$ cat src/rtl/wb_pkg.sv
// Shared definitions for the write-back stage: FSM states, write-data
// select encodings and the default memory-load timeout.
package wb_pkg;

  typedef enum logic {
    IDLE     = 1'b0,
    WAIT_MEM = 1'b1
  } wbState_t;

  localparam logic WB_SEL_ALU = 1'b0;
  localparam logic WB_SEL_MEM = 1'b1;

  localparam int unsigned MEM_TIMEOUT_DEFAULT = 15;

endpackage

$ cat src/rtl/wb_stage_if.sv
// Write-back stage bus: MEM/WB bundle in, data-memory response in,
// stall back upstream, register-file write port and its forwarding copy out.
// Optional WB_RETIRE_CNT_EN adds the retire_count output.
interface wb_stage_if #(
  parameter int unsigned WORD_LENGTH = 8,
  parameter int unsigned REG_ADDR_W  = 3
);
  logic                   in_valid;
  logic [REG_ADDR_W-1:0]  in_dest;
  logic                   in_regWrite;
  logic                   in_wbSel;
  logic                   in_LDM;
  logic [WORD_LENGTH-1:0] in_aluResult;
  logic [WORD_LENGTH-1:0] mem_rdata;
  logic                   mem_rvalid;
  logic                   stall;
  logic                   regWrite;
  logic [REG_ADDR_W-1:0]  writeAddress;
  logic [WORD_LENGTH-1:0] regFileWriteData;
  logic                   fwd_valid;
  logic [REG_ADDR_W-1:0]  fwd_addr;
  logic [WORD_LENGTH-1:0] fwd_data;
  logic                   mem_timeout_err;
`ifdef WB_RETIRE_CNT_EN
  logic [15:0]            retire_count;
`endif

  modport master (
`ifdef WB_RETIRE_CNT_EN
    input  retire_count,
`endif
    output in_valid, in_dest, in_regWrite, in_wbSel, in_LDM, in_aluResult,
    output mem_rdata, mem_rvalid,
    input  stall, regWrite, writeAddress, regFileWriteData,
    input  fwd_valid, fwd_addr, fwd_data, mem_timeout_err
  );

  modport slave (
`ifdef WB_RETIRE_CNT_EN
    output retire_count,
`endif
    input  in_valid, in_dest, in_regWrite, in_wbSel, in_LDM, in_aluResult,
    input  mem_rdata, mem_rvalid,
    output stall, regWrite, writeAddress, regFileWriteData,
    output fwd_valid, fwd_addr, fwd_data, mem_timeout_err
  );
endinterface

$ cat src/rtl/wb_timeout_counter.sv
// Clearable, enabled, saturating up-counter. done flags the enabled cycle
// whose increment reaches LIMIT, so the owner can leave on that same edge.
module wb_timeout_counter #(
  parameter int unsigned WIDTH = 4,
  parameter int unsigned LIMIT = 15
) (
  input  logic clk,
  input  logic rst,
  input  logic clear,
  input  logic enable,
  output logic done
);
  localparam logic [WIDTH-1:0] LIMIT_W = WIDTH'(LIMIT);
  localparam logic [WIDTH-1:0] LAST_W  = WIDTH'(LIMIT - 1);

  logic [WIDTH-1:0] count;

  // Count enabled cycles, holding at LIMIT instead of wrapping.
  always_ff @(posedge clk) begin
    if (rst || clear) begin
      count <= '0;
    end else if (enable && (count != LIMIT_W)) begin
      count <= count + 1'b1;
    end
  end

  assign done = enable && (count >= LAST_W);
endmodule

$ cat src/rtl/wb_stage.sv
// Write-back stage: latches the MEM/WB bundle, drives the register-file
// write port plus its forwarding mirror, and parks in WAIT_MEM for loads
// until data returns or the timeout fires.
// Optional feature macro: WB_RETIRE_CNT_EN (adds retire_count).
module wb_stage
  import wb_pkg::*;
#(
  parameter int unsigned WORD_LENGTH = 8,
  parameter int unsigned REG_ADDR_W  = 3,
  parameter int unsigned MEM_TIMEOUT = MEM_TIMEOUT_DEFAULT
) (
  input logic       clk,
  input logic       rst,
  wb_stage_if.slave bus
);
  localparam int unsigned CNT_W = $clog2(MEM_TIMEOUT + 1);

  wbState_t               state;
  logic                   stall_p1;
  logic                   wrEn_p1;
  logic [REG_ADDR_W-1:0]  wrAddr_p1;
  logic [WORD_LENGTH-1:0] wrData_p1;
  logic [REG_ADDR_W-1:0]  pendDest;
  logic                   pendRegWrite;
  logic                   timeoutErr;
  logic                   loadAccept;
  logic                   aluAccept;
  logic                   memDone;
  logic                   cntDone;

  // Non-load bundles carry no memory data, so the memory leg reads as zero.
  function automatic logic [WORD_LENGTH-1:0] wbMux(
    input logic                   sel,
    input logic [WORD_LENGTH-1:0] alu,
    input logic [WORD_LENGTH-1:0] mem
  );
    logic [WORD_LENGTH-1:0] res;
    res = '0;
    case (sel)
      WB_SEL_ALU: res = alu;
      WB_SEL_MEM: res = mem;
      default:    res = '0;
    endcase
    return res;
  endfunction

  assign loadAccept = (state == IDLE) && bus.in_valid && bus.in_LDM;
  assign aluAccept  = (state == IDLE) && bus.in_valid && !bus.in_LDM;
  assign memDone    = (state == WAIT_MEM) && bus.mem_rvalid;

  wb_timeout_counter #(
    .WIDTH (CNT_W),
    .LIMIT (MEM_TIMEOUT)
  ) u_timeout (
    .clk    (clk),
    .rst    (rst),
    .clear  (loadAccept),
    .enable (state == WAIT_MEM),
    .done   (cntDone)
  );

  // Accept/write-back FSM; address and data only move when a write fires.
  always_ff @(posedge clk) begin
    if (rst) begin
      state        <= IDLE;
      stall_p1     <= 1'b0;
      wrEn_p1      <= 1'b0;
      wrAddr_p1    <= '0;
      wrData_p1    <= '0;
      pendDest     <= '0;
      pendRegWrite <= 1'b0;
      timeoutErr   <= 1'b0;
    end else begin
      wrEn_p1 <= 1'b0;
      case (state)
        IDLE: begin
          if (loadAccept) begin
            pendDest     <= bus.in_dest;
            pendRegWrite <= bus.in_regWrite;
            state        <= WAIT_MEM;
            stall_p1     <= 1'b1;
          end else if (aluAccept && bus.in_regWrite) begin
            wrEn_p1   <= 1'b1;
            wrAddr_p1 <= bus.in_dest;
            wrData_p1 <= wbMux(bus.in_wbSel, bus.in_aluResult, '0);
          end
        end
        WAIT_MEM: begin
          if (bus.mem_rvalid) begin
            if (pendRegWrite) begin
              wrEn_p1   <= 1'b1;
              wrAddr_p1 <= pendDest;
              wrData_p1 <= wbMux(WB_SEL_MEM, '0, bus.mem_rdata);
            end
            state    <= IDLE;
            stall_p1 <= 1'b0;
          end else if (cntDone) begin
            state      <= IDLE;
            stall_p1   <= 1'b0;
            timeoutErr <= 1'b1;
          end
        end
        default: begin
          state    <= IDLE;
          stall_p1 <= 1'b0;
        end
      endcase
    end
  end

`ifdef WB_RETIRE_CNT_EN
  logic [15:0] retireCount;

  // Count completed instructions; timed-out loads never complete.
  always_ff @(posedge clk) begin
    if (rst) begin
      retireCount <= '0;
    end else if (aluAccept || memDone) begin
      retireCount <= retireCount + 16'd1;
    end
  end

  assign bus.retire_count = retireCount;
`endif

  assign bus.stall            = stall_p1;
  assign bus.regWrite         = wrEn_p1;
  assign bus.writeAddress     = wrAddr_p1;
  assign bus.regFileWriteData = wrData_p1;
  assign bus.fwd_valid        = wrEn_p1;
  assign bus.fwd_addr         = wrAddr_p1;
  assign bus.fwd_data         = wrData_p1;
  assign bus.mem_timeout_err  = timeoutErr;
endmodule

$ cat src/flat_wrapper.sv
// flat-port wrapper written by rule: the top's interface ports become plain ports
module wb_stage_flat import wb_pkg::*;
#(
  parameter int unsigned WORD_LENGTH = 8,
  parameter int unsigned REG_ADDR_W  = 3,
  parameter int unsigned MEM_TIMEOUT = MEM_TIMEOUT_DEFAULT
)
  (clk, rst, bus_in_valid, bus_in_dest, bus_in_regWrite, bus_in_wbSel, bus_in_LDM, bus_in_aluResult, bus_mem_rdata, bus_mem_rvalid, bus_stall, bus_regWrite, bus_writeAddress, bus_regFileWriteData, bus_fwd_valid, bus_fwd_addr, bus_fwd_data, bus_mem_timeout_err);
  wb_stage_if #(.WORD_LENGTH(WORD_LENGTH), .REG_ADDR_W(REG_ADDR_W)) bus_i ();
  input logic clk;
  input logic rst;
  input wire logic [$bits(bus_i.in_valid)-1:0] bus_in_valid;
  input wire logic [$bits(bus_i.in_dest)-1:0] bus_in_dest;
  input wire logic [$bits(bus_i.in_regWrite)-1:0] bus_in_regWrite;
  input wire logic [$bits(bus_i.in_wbSel)-1:0] bus_in_wbSel;
  input wire logic [$bits(bus_i.in_LDM)-1:0] bus_in_LDM;
  input wire logic [$bits(bus_i.in_aluResult)-1:0] bus_in_aluResult;
  input wire logic [$bits(bus_i.mem_rdata)-1:0] bus_mem_rdata;
  input wire logic [$bits(bus_i.mem_rvalid)-1:0] bus_mem_rvalid;
  output wire logic [$bits(bus_i.stall)-1:0] bus_stall;
  output wire logic [$bits(bus_i.regWrite)-1:0] bus_regWrite;
  output wire logic [$bits(bus_i.writeAddress)-1:0] bus_writeAddress;
  output wire logic [$bits(bus_i.regFileWriteData)-1:0] bus_regFileWriteData;
  output wire logic [$bits(bus_i.fwd_valid)-1:0] bus_fwd_valid;
  output wire logic [$bits(bus_i.fwd_addr)-1:0] bus_fwd_addr;
  output wire logic [$bits(bus_i.fwd_data)-1:0] bus_fwd_data;
  output wire logic [$bits(bus_i.mem_timeout_err)-1:0] bus_mem_timeout_err;
  assign bus_i.in_valid = bus_in_valid;
  assign bus_i.in_dest = bus_in_dest;
  assign bus_i.in_regWrite = bus_in_regWrite;
  assign bus_i.in_wbSel = bus_in_wbSel;
  assign bus_i.in_LDM = bus_in_LDM;
  assign bus_i.in_aluResult = bus_in_aluResult;
  assign bus_i.mem_rdata = bus_mem_rdata;
  assign bus_i.mem_rvalid = bus_mem_rvalid;
  assign bus_stall = bus_i.stall;
  assign bus_regWrite = bus_i.regWrite;
  assign bus_writeAddress = bus_i.writeAddress;
  assign bus_regFileWriteData = bus_i.regFileWriteData;
  assign bus_fwd_valid = bus_i.fwd_valid;
  assign bus_fwd_addr = bus_i.fwd_addr;
  assign bus_fwd_data = bus_i.fwd_data;
  assign bus_mem_timeout_err = bus_i.mem_timeout_err;
  wb_stage #(.WORD_LENGTH(WORD_LENGTH), .REG_ADDR_W(REG_ADDR_W), .MEM_TIMEOUT(MEM_TIMEOUT)) u_core (.clk(clk), .rst(rst), .bus(bus_i));
endmodule
$ cat config.mk
export PLATFORM = sky130hd
export DESIGN_NAME = wb_stage_flat
export DESIGN_NICKNAME = d
export VERILOG_FILES = /design/src/rtl/wb_pkg.sv /design/src/rtl/wb_stage_if.sv /design/src/rtl/wb_timeout_counter.sv /design/src/rtl/wb_stage.sv /design/src/flat_wrapper.sv
export SDC_FILE = /design/constraint.sdc
export NUM_CORES = 1
export LEC_CHECK = 0
export BUFFER_PORTS_ARGS = -buffer_cell sky130_fd_sc_hd__clkbuf_2
export CAP_MARGIN = 20
export CORE_MARGIN = 2
export CORE_UTILIZATION = 30
export CTS_BUF_LIST = sky130_fd_sc_hd__clkbuf_2
export DETAILED_ROUTE_END_ITERATION = 16
export PLACE_DENSITY = 0.57
export SETUP_SLACK_MARGIN = 0.1
export SLEW_MARGIN = 25
export SYNTH_ARGS = -nofsm -noshare
export SYNTH_HDL_FRONTEND = slang
export SYNTH_SLANG_ARGS = --single-unit
$ cat constraint.sdc
create_clock -name clk -period 1.2 [get_ports clk]
set_input_delay 0.3 -clock clk [delete_from_list [all_inputs] [get_ports clk]]
set_output_delay 0.3 -clock clk [all_outputs]
set_load 0.01 [all_outputs]
# Word level (Yosys, flattened, before mapping)
# Cells that the tools add are included.
[word_totals] wordCells=57 regBits=23 input_bits=26
[classes] n_mux=24 add_sub_neg=1 n_reduce_logical=12 n_eq_ne=7 bitwise=3 magnitude_cmp=1
[op_table] operator="$mux 8" n=4
[op_table] operator="$pmux 8 s2" n=2
[op_table] operator="$mux 3" n=4
[op_table] operator="$mux 1" n=10
[op_table] operator="$ne 2x2->1 const B" n=5
[op_table] operator="$logic_and 1x1->1" n=6
[op_table] operator="$pmux 1 s2" n=3
[op_table] operator="$pmux 3 s2" n=1
[op_table] operator="$add 4x1->4 const B" n=1
[op_table] operator="$ge 4x4->1 const B" n=1
[op_table] operator="$ne 4x4->1 const B" n=1
[op_table] operator="$reduce_and 2->1" n=2
[op_table] operator="$reduce_and 4->1" n=1
[op_table] operator="$ne 3x3->1 const B" n=1
[op_table] operator="$not 1->1" n=3
[op_table] operator="$reduce_and 3->1" n=1
[op_table] operator="$logic_not 1->1" n=1
[op_table] operator="$logic_or 1x1->1" n=1

# Longest topological paths before layout
# Gate-level depths: netlist of run 1.
[logic_depth] depth_word=7 mapped_depth=5

# Modules after synthesis
# From an unflattened synthesis of run 1, not the netlist that was laid out.
[unflattened] hier_cells=121 area_unflattened_um2=1183.6
[modules_own_cells] module="wb_stage" area_each_um2=960.9 n_inst=1 cells_per_inst=97
[modules_own_cells] module="wb_timeout_counter" area_each_um2=222.7 n_inst=1 cells_per_inst=24

# Worst setup path before layout of run 1
# Ideal clock, no wire load.
[synth_path] path_type="register -> register" start="reg u_core.state" end="reg u_core.wrAddr_p1[1], in the netlist u_core.bus.fwd_addr[1]" required_time_ns=1.064 path_stages_with_launch=5 setup_ns=0.136 arrival_ns=1.048 period_less_slack_ns=1.183 setup_slack_ns=0.017 cell_sequence="dfxtp_1 nor4bb_4 or2_1 buf_6 a211oi_2"
[synth_via] elab_chain_cells=6 elab_cells_between_ends=11 cone_classes="eq/ne: 4; mux: 1; bitwise: 1; reduce/logical: 5"
[synth_rtl] element="start, declared" line="wb_stage.sv:18" text="wbState_t state;"
[synth_rtl] element="start signal, assigned" line="wb_stage.sv:65" text="state <= IDLE;"
[synth_rtl] element="start signal, assigned" line="wb_stage.sv:80" text="state <= WAIT_MEM;"
[synth_rtl] element="start signal, assigned" line="wb_stage.sv:95" text="state <= IDLE;"
[synth_rtl] element="$not 1->1 (no source line)"
[synth_rtl] element="$logic_and 1x1->1" line="wb_stage.sv:47, wb_stage.sv:48"
[synth_rtl] element="$logic_and 1x1->1" line="wb_stage.sv:48" text="assign aluAccept = (state == IDLE) && bus.in_valid && !bus.in_LDM;"
[synth_rtl] element="$logic_and 1x1->1" line="wb_stage.sv:82" text="end else if (aluAccept && bus.in_regWrite) begin"
[synth_rtl] element="$ne 2x2->1 (no source line)"
[synth_rtl] element="$reduce_and 4->1 (no source line)"
[synth_rtl] element="end signal, assigned" line="wb_stage.sv:84" text="wrAddr_p1 <= bus.in_dest;"
[synth_rtl] element="end signal, assigned" line="wb_stage.sv:92" text="wrAddr_p1 <= pendDest;"
[synth_rtl] element="end, declared" line="wb_stage.sv:21" text="logic [REG_ADDR_W-1:0] wrAddr_p1;"
# Several ways; a longest one is shown, not always the timed one.
# A chain may end at the register's enable or synchronous reset.

# Worst setup path in the final report of run 1
[layout_path] start="reg u_core.state" end="reg u_core.wrData_p1[3], in the netlist u_core.bus.fwd_data[3]"
[layout_via] elab_chain_cells=6 elab_cells_between_ends=11 cone_classes="eq/ne: 4; mux: 1; bitwise: 1; reduce/logical: 5"
[layout_rtl] element="$not 1->1 (no source line)"
[layout_rtl] element="$logic_and 1x1->1" line="wb_stage.sv:47, wb_stage.sv:48"
[layout_rtl] element="$logic_and 1x1->1" line="wb_stage.sv:48"
[layout_rtl] element="$logic_and 1x1->1" line="wb_stage.sv:82"
[layout_rtl] element="$ne 2x2->1 (no source line)"
[layout_rtl] element="$reduce_and 4->1 (no source line)"
[layout_rtl] element="end signal, assigned" line="wb_stage.sv:85" text="wrData_p1 <= wbMux(bus.in_wbSel, bus.in_aluResult, '0);"
[layout_rtl] element="end signal, assigned" line="wb_stage.sv:93" text="wrData_p1 <= wbMux(WB_SEL_MEM, '0, bus.mem_rdata);"
[layout_rtl] element="end, declared" line="wb_stage.sv:22" text="logic [WORD_LENGTH-1:0] wrData_p1;"
# Several ways; a longest one is shown, not always the timed one.

==> metrics.md, run 1 <==
| Metric | Value |
|---|---|
| Area leader, netlist | dfxtp_1 |
| # nets final | 199 |
| Hold Path Class | input port to flop |
| Worst setup margin | -0.0589 ns |
| Layout cell share with drive strength beyond 1 | 0.694 |
| Routed vias/inst | 4.80 |
| WL/cell | 13.5 um |
| IO Count | 52 |
| Top_reg_cell synth | dfxtp_1 |
| Power density cells | 854 nW/um^2 |
| Area Overhead vs Synth | 55.3% |
| Status | finished, violations left |
| Clock buffer depth | 2 |
| Die height | 66.6 um |
| Port Buffers | 51 |
| Worst hold slack | 0.179 ns |
| Core ar. | 3720 sq um |
| Final instance area | 1830 sq um |
| Syn Area/Cell | 9.98 sq um |
| Share of the yosys chip area belonging to registers | 0.391 |
| WP data arrival | 1.52 ns |
| Maximum vdd drop | 0.350 mV |
| Clock root buffer | clkbuf_2 |
| Initial antenna violation count | 0 |
| Crit path time final | 1.26 ns |
| H-tree Lvls | 1 |
| Top cells by area, synth | dfxtp_1 (39%), a211oi_2 (11%), buf_4 (8.9%), mux2i_1 (6.0%), nor3_1 (4.7%) |
| First-pass GRT wire length | 4570 um |
| Post-synth top area share | 0.391 |
| Max Clock Skew | 0.000672 ns |
| Headroom to the max-slew limit | 0.823 |
| Placed inst area | 1490 sq um |
| FP Rows | 22 |
| Violated checks | setup timing |
| Worst setup path class | flop to flop |
| Initial Utilization | 0.317 |
| Synth top cells by count | dfxtp_1 (23), buf_4 (14), nor3_1 (11) |
| Synth cell types | 32 |
| First-pass DRT Iterations | 4 |
| Vias | 1046 |
| Die area | 4440 sq um |
| Clk pin slew, worst setup/hold paths | 0.21 ns |
| YS warnings | 0 |
| CP max FO | 12 |
| Critical path data required time | 1.47 ns |
| Max-slew violations | 0 |
| Antenna cells | 0 |
| Mapped Nets | 146 |
| Number of buffers created by CTS | 3 |
| GRT Util Overall | 0.136 |
| Final wirelength | 2940 um |
| Routability Congestion | 0.674 |
| Yosys reg bits | 23 |
| Fin crit share | 1.05 |
| CP endpoint kind | flop |
| Number of global-route vias before repair | 1006 |
| Clk sinks | 23 |
| Gr ovfl total | 0 |
| Initial drt markers | 17 |
| # DRC | 0 |
| Pre-CTS setup slack | -0.114 ns |
| Mapped Cells | 118 |
| Die W | 66.6 um |
| Setup violators final | 13 |
| Crit start category | flop |
| FMAX | 794 MHz |
| Reported leakage power | 0.769 nW |
| Post-synth EDFFs | 0 |
| Power Total | 1.56 mW |
| Final Hold Viols | 0 |
| Most frequent cell after synthesis | dfxtp_1 |
| Largest net degree at the start of global routing | 16 |
| CTS tree | yes |
| Final HPWL DP | 2130 um |
| Maximum capacitance violations | 0 |
| Antenna viol nets, final | 0 |
| Ys async rst share | 0 |
| RSZ-0062 raised after global routing | yes |
| Mapped cell area | 1180 sq um |
| Worst-Margin Slew | 0.263 ns |
| Clock Latency Late Sink | 0.33 ns |
[routing by layer]
metal,global-route usage,up-vias,routed length (um)
met4,0.0714,0,31
met3,0.0220,2,100
met1,0.154,490,1190
met2,0.243,29,1620
li1,-,525,-
met5,0,-,0
[power breakdown]
group,internal [mW],switching (mW)
clock,0.0881,0.235
combinational,0.226,0.168
sequential,0.802,0.0407
total,1.12,0.444
[final timing paths]
kind                                           start                                       to  slack, ns  depth (start not counted)
min                                              rst                  u_core.state$_SDFF_PP0_       0.18                          2
max                          u_core.state$_SDFF_PP0_      u_core.bus.fwd_data[3]$_SDFFE_PP0P_      -0.06                          4
min reg2reg  u_core.bus.mem_timeout_err$_SDFFE_PP0P_  u_core.bus.mem_timeout_err$_SDFFE_PP0P_       0.51                          2
max reg2reg                  u_core.state$_SDFF_PP0_      u_core.bus.fwd_data[3]$_SDFFE_PP0P_      -0.06                          4
[flip-flops by register name, summed over array words and instances, names as in the netlist]
| signal | count |
|---|---|
| u_core.bus.fwd_data | 8 |
| u_core.bus.mem_timeout_err | 1 |
| u_core.bus.fwd_valid | 1 |
| u_core.bus.stall | 1 |
| u_core.bus.fwd_addr | 3 |
| u_core.state | 1 |
| u_core.u_timeout.count | 4 |
| u_core.pendRegWrite | 1 |
| u_core.pendDest | 3 |
[cell families after synthesis]
kind of cell / count (synthesis) / share of synthesized area
AOI/OAI and AO/OA: 32 / 0.236
adders and majority gates: 2 / 0.0213
muxes: 7 / 0.0595
and+or+nand+nor: 32 / 0.163
buffers and inverters: 22 / 0.130
DFF: 23 / 0.391
[per-stage QoR]
stage / TNS, ns / cells / utilization
global placement: -0.687 / 211 / 0.401
global route: -1.58 / 218 / 0.492
detailed placement: -1.01 / 211 / 0.401
CTS: -0.500 / 217 / 0.434
floorplan: 0 / 118 / -
finish: -0.434 / 218 / 0.492
[layout make-up]
type | instances | area, sq um
Clock buffer | 4 | 20.0
Fill cell | 346 | 1890
Inverter | 3 | 12.5
Multi-Input combinational cell | 73 | 672
Sequential cell | 23 | 493
Tap cell | 48 | 60.1
Timing Repair Buffer | 67 | 571
[worst max-delay path, cell delays in order, from the launching register on]
cell and delay, ns:
dfxtp_4 0.42, and3_4 0.17, or2_1 0.25, buf_12 0.16, a211oi_2 0.18
[layout by cell type, fill, tap and decap left out, types with 2 or more instances in the layout]
master    count
clkbuf_2     29
buf_6        28
dfxtp_2      14
buf_4        12
a211oi_2     11
nor3_1       10
mux2i_1       7
a22oi_1       7
nor2_1        5
a21oi_1       5
dfxtp_1       5
dfxtp_4       4
a21oi_2       2
nand2b_4      2
nand3_1       2
ha_4          2
buf_12        2
[repair_timing]
| action | CTS | global route |
|---|---|---|
| pin swaps | 6 | 3 |
| hold endpoints to repair | 0 | 0 |
| setup endpoints to repair | 45 | 49 |
| buffers inserted | 2 | 1 |
| resized for setup | 29 | 61 |
| hold buffers | 0 | 0 |
No activity file was read; power rests on OpenSTA's default activity.
==> run 2, diff against run 1 <==
- BUFFER_PORTS_ARGS: -buffer_cell sky130_fd_sc_hd__clkbuf_2 -> -buffer_cell sky130_fd_sc_hd__buf_4
==> run 2 against run 1 <==
The run still ends with setup timing left. Via count grew 5.2%. Flip-flop and latch count is the same. Critical endpoint is now u_core.bus.fwd_data[2]$_SDFFE_PP0P_. Die area did not move. Clock power grew 2%. Largest power group unchanged. Cell area up 4.9%. Core utilization grew 2.4 points. Combinational power is 7.3% higher. Wire length grew 2.6%.
==> metrics.md, run 2 (same netlist as run 1, synthesis figures left out) <==
| Metric | Value |
|---|---|
| Status | finished, violations left |
| Violated checks | setup timing |
| Largest delay share family, worst path | flip-flops |
| Layout cell share with drive strength beyond 1 | 0.714 |
| Final Hold Viols | 0 |
| Final wirelength | 3010 um |
| First-pass GRT wire length | 4670 um |
| CTS tree | yes |
| Worst hold slack | 0.103 ns |
| Die W | 66.6 um |
| Setup violators final | 11 |
| Port Buffers | 51 |
| Final instance area | 1920 sq um |
| IO Count | 52 |
| Area occupied by multi-input gates | 667 sq um |
| Hold_buf cts | 0 |
| Worst setup margin | -0.0652 ns |
| Gr ovfl total | 0 |
| Crit path time final | 1.27 ns |
| Maximum vdd drop | 0.474 mV |
| Number of buffers created by CTS | 3 |
| Max-slew violations | 0 |
| Die height | 66.6 um |
| FMAX | 790 MHz |
| Routed vias/inst | 4.93 |
| # nets final | 204 |
| Largest net degree at the start of global routing | 16 |
| Crit start category | flop |
| Inst Count DP | 212 |
| Initial antenna violation count | 0 |
| Power Total | 1.60 mW |
| Antenna cells | 0 |
| Most frequent cells in the layout | buf_4 (41), buf_6 (30), dfxtp_2 (15) |
| Crit path cell chain | and3_4, or2_4, buf_6, a211oi_2 |
| Final HPWL DP | 2210 um |
| Pre-CTS setup slack | -0.0916 ns |
| Sum Neg Setup Slack | -0.280 ns |
| # fillers | 342 |
| Vias | 1100 |
| Clk pin slew, worst setup/hold paths | 0.23 ns |
| Number of global-route vias before repair | 1048 |
| Most common cell after layout, fill and taps aside | buf_4 |
| Max FFs per register | 8 |
| WP buf/inv | 1 |
| Critical path data required time | 1.49 ns |
| WL/cell | 13.5 um |
| Clk sinks | 23 |
| Initial Utilization | 0.317 |
| Initial drt markers | 15 |
| RSZ-0062 raised after global routing | yes |
| Clock root buffer | clkbuf_2 |
| Non-Filler Instances | 223 |
| Core ar. | 3720 sq um |
| CP endpoint kind | flop |
| Reported leakage power | 0.809 nW |
| # DRC | 0 |
| Clock Latency Late Sink | 0.35 ns |
| Fin crit share | 1.05 |
| Power density cells | 835 nW/um^2 |
| Worst setup path class | flop to flop |
| Clock buffer depth | 2 |
| Die area | 4440 sq um |
| First-pass DRT Iterations | 4 |
| Max Clock Skew | 0.00475 ns |
| Maximum capacitance violations | 0 |
| Placed inst area | 1610 sq um |
| Hold Path Class | input port to flop |
| H-tree Lvls | 1 |
| CP max FO | 6 |
| Final core utilization | 0.516 |
| Headroom to the max-slew limit | 0.763 |
| Worst-Margin Slew | 0.351 ns |
| GRT Util Overall | 0.138 |
| FP Rows | 22 |
| Routability Congestion | 0.658 |
| Reg area | 490 sq um |
| Antenna viol nets, final | 0 |
| Crit-path slowest cell | dfxtp_4 |
| Worst R2R Setup Slack | -0.07 ns |
| WP data arrival | 1.56 ns |
| Area Overhead vs Synth | 62.9% |
| Max stage delay on crit path | 0.43 ns |
## run 2: changes by cell type in the layout (fill, tap and decap cells not counted), sizes merged
cell | previous run | this run
buf | 42 | 72
clkbuf | 29 | 3
clkinv | 1 | 2
## run 2: repair_timing
action,in CTS,in global routing
pin swaps,3,6
resized for setup,50,18
endpoints found under the setup margin,47,49
buffers inserted,6,1
## run 2: power by group
part	switching (mW)	leakage, nW	total (mW)	internal (mW)
sequential	0.0407	0.196	0.845	0.804
clock	0.257	0.0164	0.332	0.0756
combinational	0.169	0.597	0.424	0.255
## run 2: final cells by class
class / count / area share
Multi-Input combinational cell: 73 / 0.348
Clock buffer: 3 / 0.00783
Inverter: 3 / 0.00783
Clock inverter: 1 / 0.00261
Sequential cell: 23 / 0.256
Timing Repair Buffer: 72 / 0.347
Tap cell: 48 / 0.0313
## run 2: worst paths after layout
kind | depth (start not counted) | end | from
worst max-delay path | 4 | u_core.bus.fwd_data[2]$_SDFFE_PP0P_ | u_core.state$_SDFF_PP0_
worst min-delay path | 2 | u_core.state$_SDFF_PP0_ | rst
worst max register to register | 4 | u_core.bus.fwd_data[2]$_SDFFE_PP0P_ | u_core.state$_SDFF_PP0_
worst min register to register | 2 | u_core.pendDest[0]$_SDFFE_PP0P_ | u_core.pendDest[0]$_SDFFE_PP0P_
## run 2: routing by layer
metal	part of all wire	track usage	vias up
li1	-	-	536
met1	0.41	0.167	526
met2	0.53	0.239	34
met3	0.039	0.0186	4
met4	0.016	0.0663	0
met5	0	0	-
==> run 3, diff against run 2 <==
- CORE_UTILIZATION: 30 -> 44
- PLACE_DENSITY: 0.57 -> 0.78
==> run 3 against run 2 <==
The run still ends with setup timing left. Clock skew up 0.0050 ns. Global-route usage up 6.3 points. Via count is 2.5% higher.
==> metrics.md, run 3 (same netlist as run 1, synthesis figures left out) <==
| Metric | Value |
|---|---|
| Die area | 3110 sq um |
| Port Buffers | 51 |
| WP data arrival | 1.49 ns |
| Routed wl met2 | 1740 um |
| Core ar. | 2500 sq um |
| Initial drt markers | 24 |
| FP Rows | 18 |
| Max FFs per register | 8 |
| Gr ovfl total | 0 |
| Clock root buffer | clkbuf_2 |
| GRT Util Overall | 0.201 |
| Clk sinks | 23 |
| Initial antenna violation count | 0 |
| Clk pin slew, worst setup/hold paths | 0.20 ns |
| Vias | 1128 |
| Initial Utilization | 0.471 |
| Crit start category | flop |
| First-pass DRT Iterations | 4 |
| FMAX | 807 MHz |
| Antenna cells | 0 |
| Power density cells | 837 nW/um^2 |
| Clock Latency Late Sink | 0.33 ns |
| Worst setup margin | -0.0398 ns |
| IO Count | 52 |
| CP max FO | 6 |
| Layout cell share with drive strength beyond 1 | 0.709 |
| Maximum capacitance violations | 0 |
| Worst-Margin Slew | 0.371 ns |
| Inst Count DP | 195 |
| # DRC | 0 |
| CP endpoint kind | flop |
| Reported leakage power | 0.808 nW |
| Crit path time final | 1.24 ns |
| Max Clock Skew | 0.00976 ns |
| Largest net degree at the start of global routing | 16 |
| Antenna viol nets, final | 0 |
| Critical path data required time | 1.45 ns |
| Maximum vdd drop | 0.741 mV |
| Status | finished, violations left |
| Wl on met1 | 1230 um |
| Final HPWL DP | 2110 um |
| Headroom to the max-slew limit | 0.749 |
| H-tree Lvls | 1 |
| Most common cell after layout, fill and taps aside | buf_4 |
| Fin crit share | 1.03 |
| Violated checks | setup timing |
| Non-Filler Instances | 205 |
| First-pass GRT wire length | 5070 um |
| Final core utilization | 0.755 |
| RSZ-0062 raised after global routing | yes |
| Routed vias/inst | 5.50 |
| Sum Neg Setup Slack | -0.204 ns |
| Max Used Layer | met4 |
| Final Hold Viols | 0 |
| DR WL met3 | 171 um |
| Area Overhead vs Synth | 60.4% |
| Number of buffers created by CTS | 3 |
| Hold Path Class | input port to flop |
| Power Total | 1.58 mW |
| Die W | 55.7 um |
| Number of global-route vias before repair | 1177 |
| Most frequent cells in the layout | buf_4 (45), buf_6 (27), dfxtp_2 (12) |
| Worst setup path class | flop to flop |
| Routability Congestion | 0.742 |
| Die height | 55.7 um |
| Final wirelength | 3180 um |
| Clock buffer depth | 2 |
| WL/cell | 15.5 um |
| # nets final | 204 |
| Setup violators final | 10 |
| CTS tree | yes |
| Max-slew violations | 0 |
## run 3: power breakdown
part / switching [mW] / total, mW / internal [mW]
combinational: 0.175 / 0.423 / 0.248
clock: 0.227 / 0.315 / 0.0882
sequential: 0.0415 / 0.842 / 0.801
total: 0.443 / 1.58 / 1.14
## run 3: path summary, 6_finish.rpt
| check | endpoint | from | cells past startpoint | slack (ns) |
|---|---|---|---|---|
| worst max-delay path | u_core.bus.fwd_data[1]$_SDFFE_PP0P_ | u_core.state$_SDFF_PP0_ | 4 | -0.04 |
| worst min-delay path | u_core.state$_SDFF_PP0_ | rst | 2 | 0.15 |
| worst max register to register | u_core.bus.fwd_data[1]$_SDFFE_PP0P_ | u_core.state$_SDFF_PP0_ | 4 | -0.04 |
| worst min register to register | u_core.pendDest[1]$_SDFFE_PP0P_ | u_core.pendDest[1]$_SDFFE_PP0P_ | 2 | 0.53 |
## run 3: layer usage
layer,GRT usage,up-vias
li1,-,538
met5,0,-
met2,0.391,36
met4,0.0906,0
met3,0.0372,4
met1,0.204,550
## run 3: per-stage QoR
step / worst slack [ns] / hold slack (ns) / instance area [sq um]
4_1_cts: -0.00933 / 0.143 / 1810
2_1_floorplan: 0.0632 / 0.444 / 1190
3_3_place_gp: -0.0610 / 0.453 / 1590
5_1_grt: -0.0998 / 0.122 / 1890
3_5_place_dp: -0.0798 / 0.481 / 1590
6_report: -0.0398 / 0.148 / 1890
## run 3: final cells by class
class | instances | area, sq um
Clock buffer | 4 | 20.0
Timing Repair Buffer | 72 | 642
Multi-Input combinational cell | 73 | 679
Tap cell | 30 | 37.5
Fill cell | 167 | 612
Inverter | 3 | 15.0
Sequential cell | 23 | 494
## run 3: timing repair
item	4_1_cts	5_1_grt
setup buffers	5	1
endpoints found under the setup margin	45	47
hold buffers	0	0
endpoints found under the hold margin	0	0
gates resized for setup	51	17
pin swaps	5	6
## run 3: critical path, cell delays in order, from the launching register on
cell	delay, ns
dfxtp_4	0.41
and3_4	0.17
or2_1	0.26
buf_6	0.14
a211oi_2	0.19
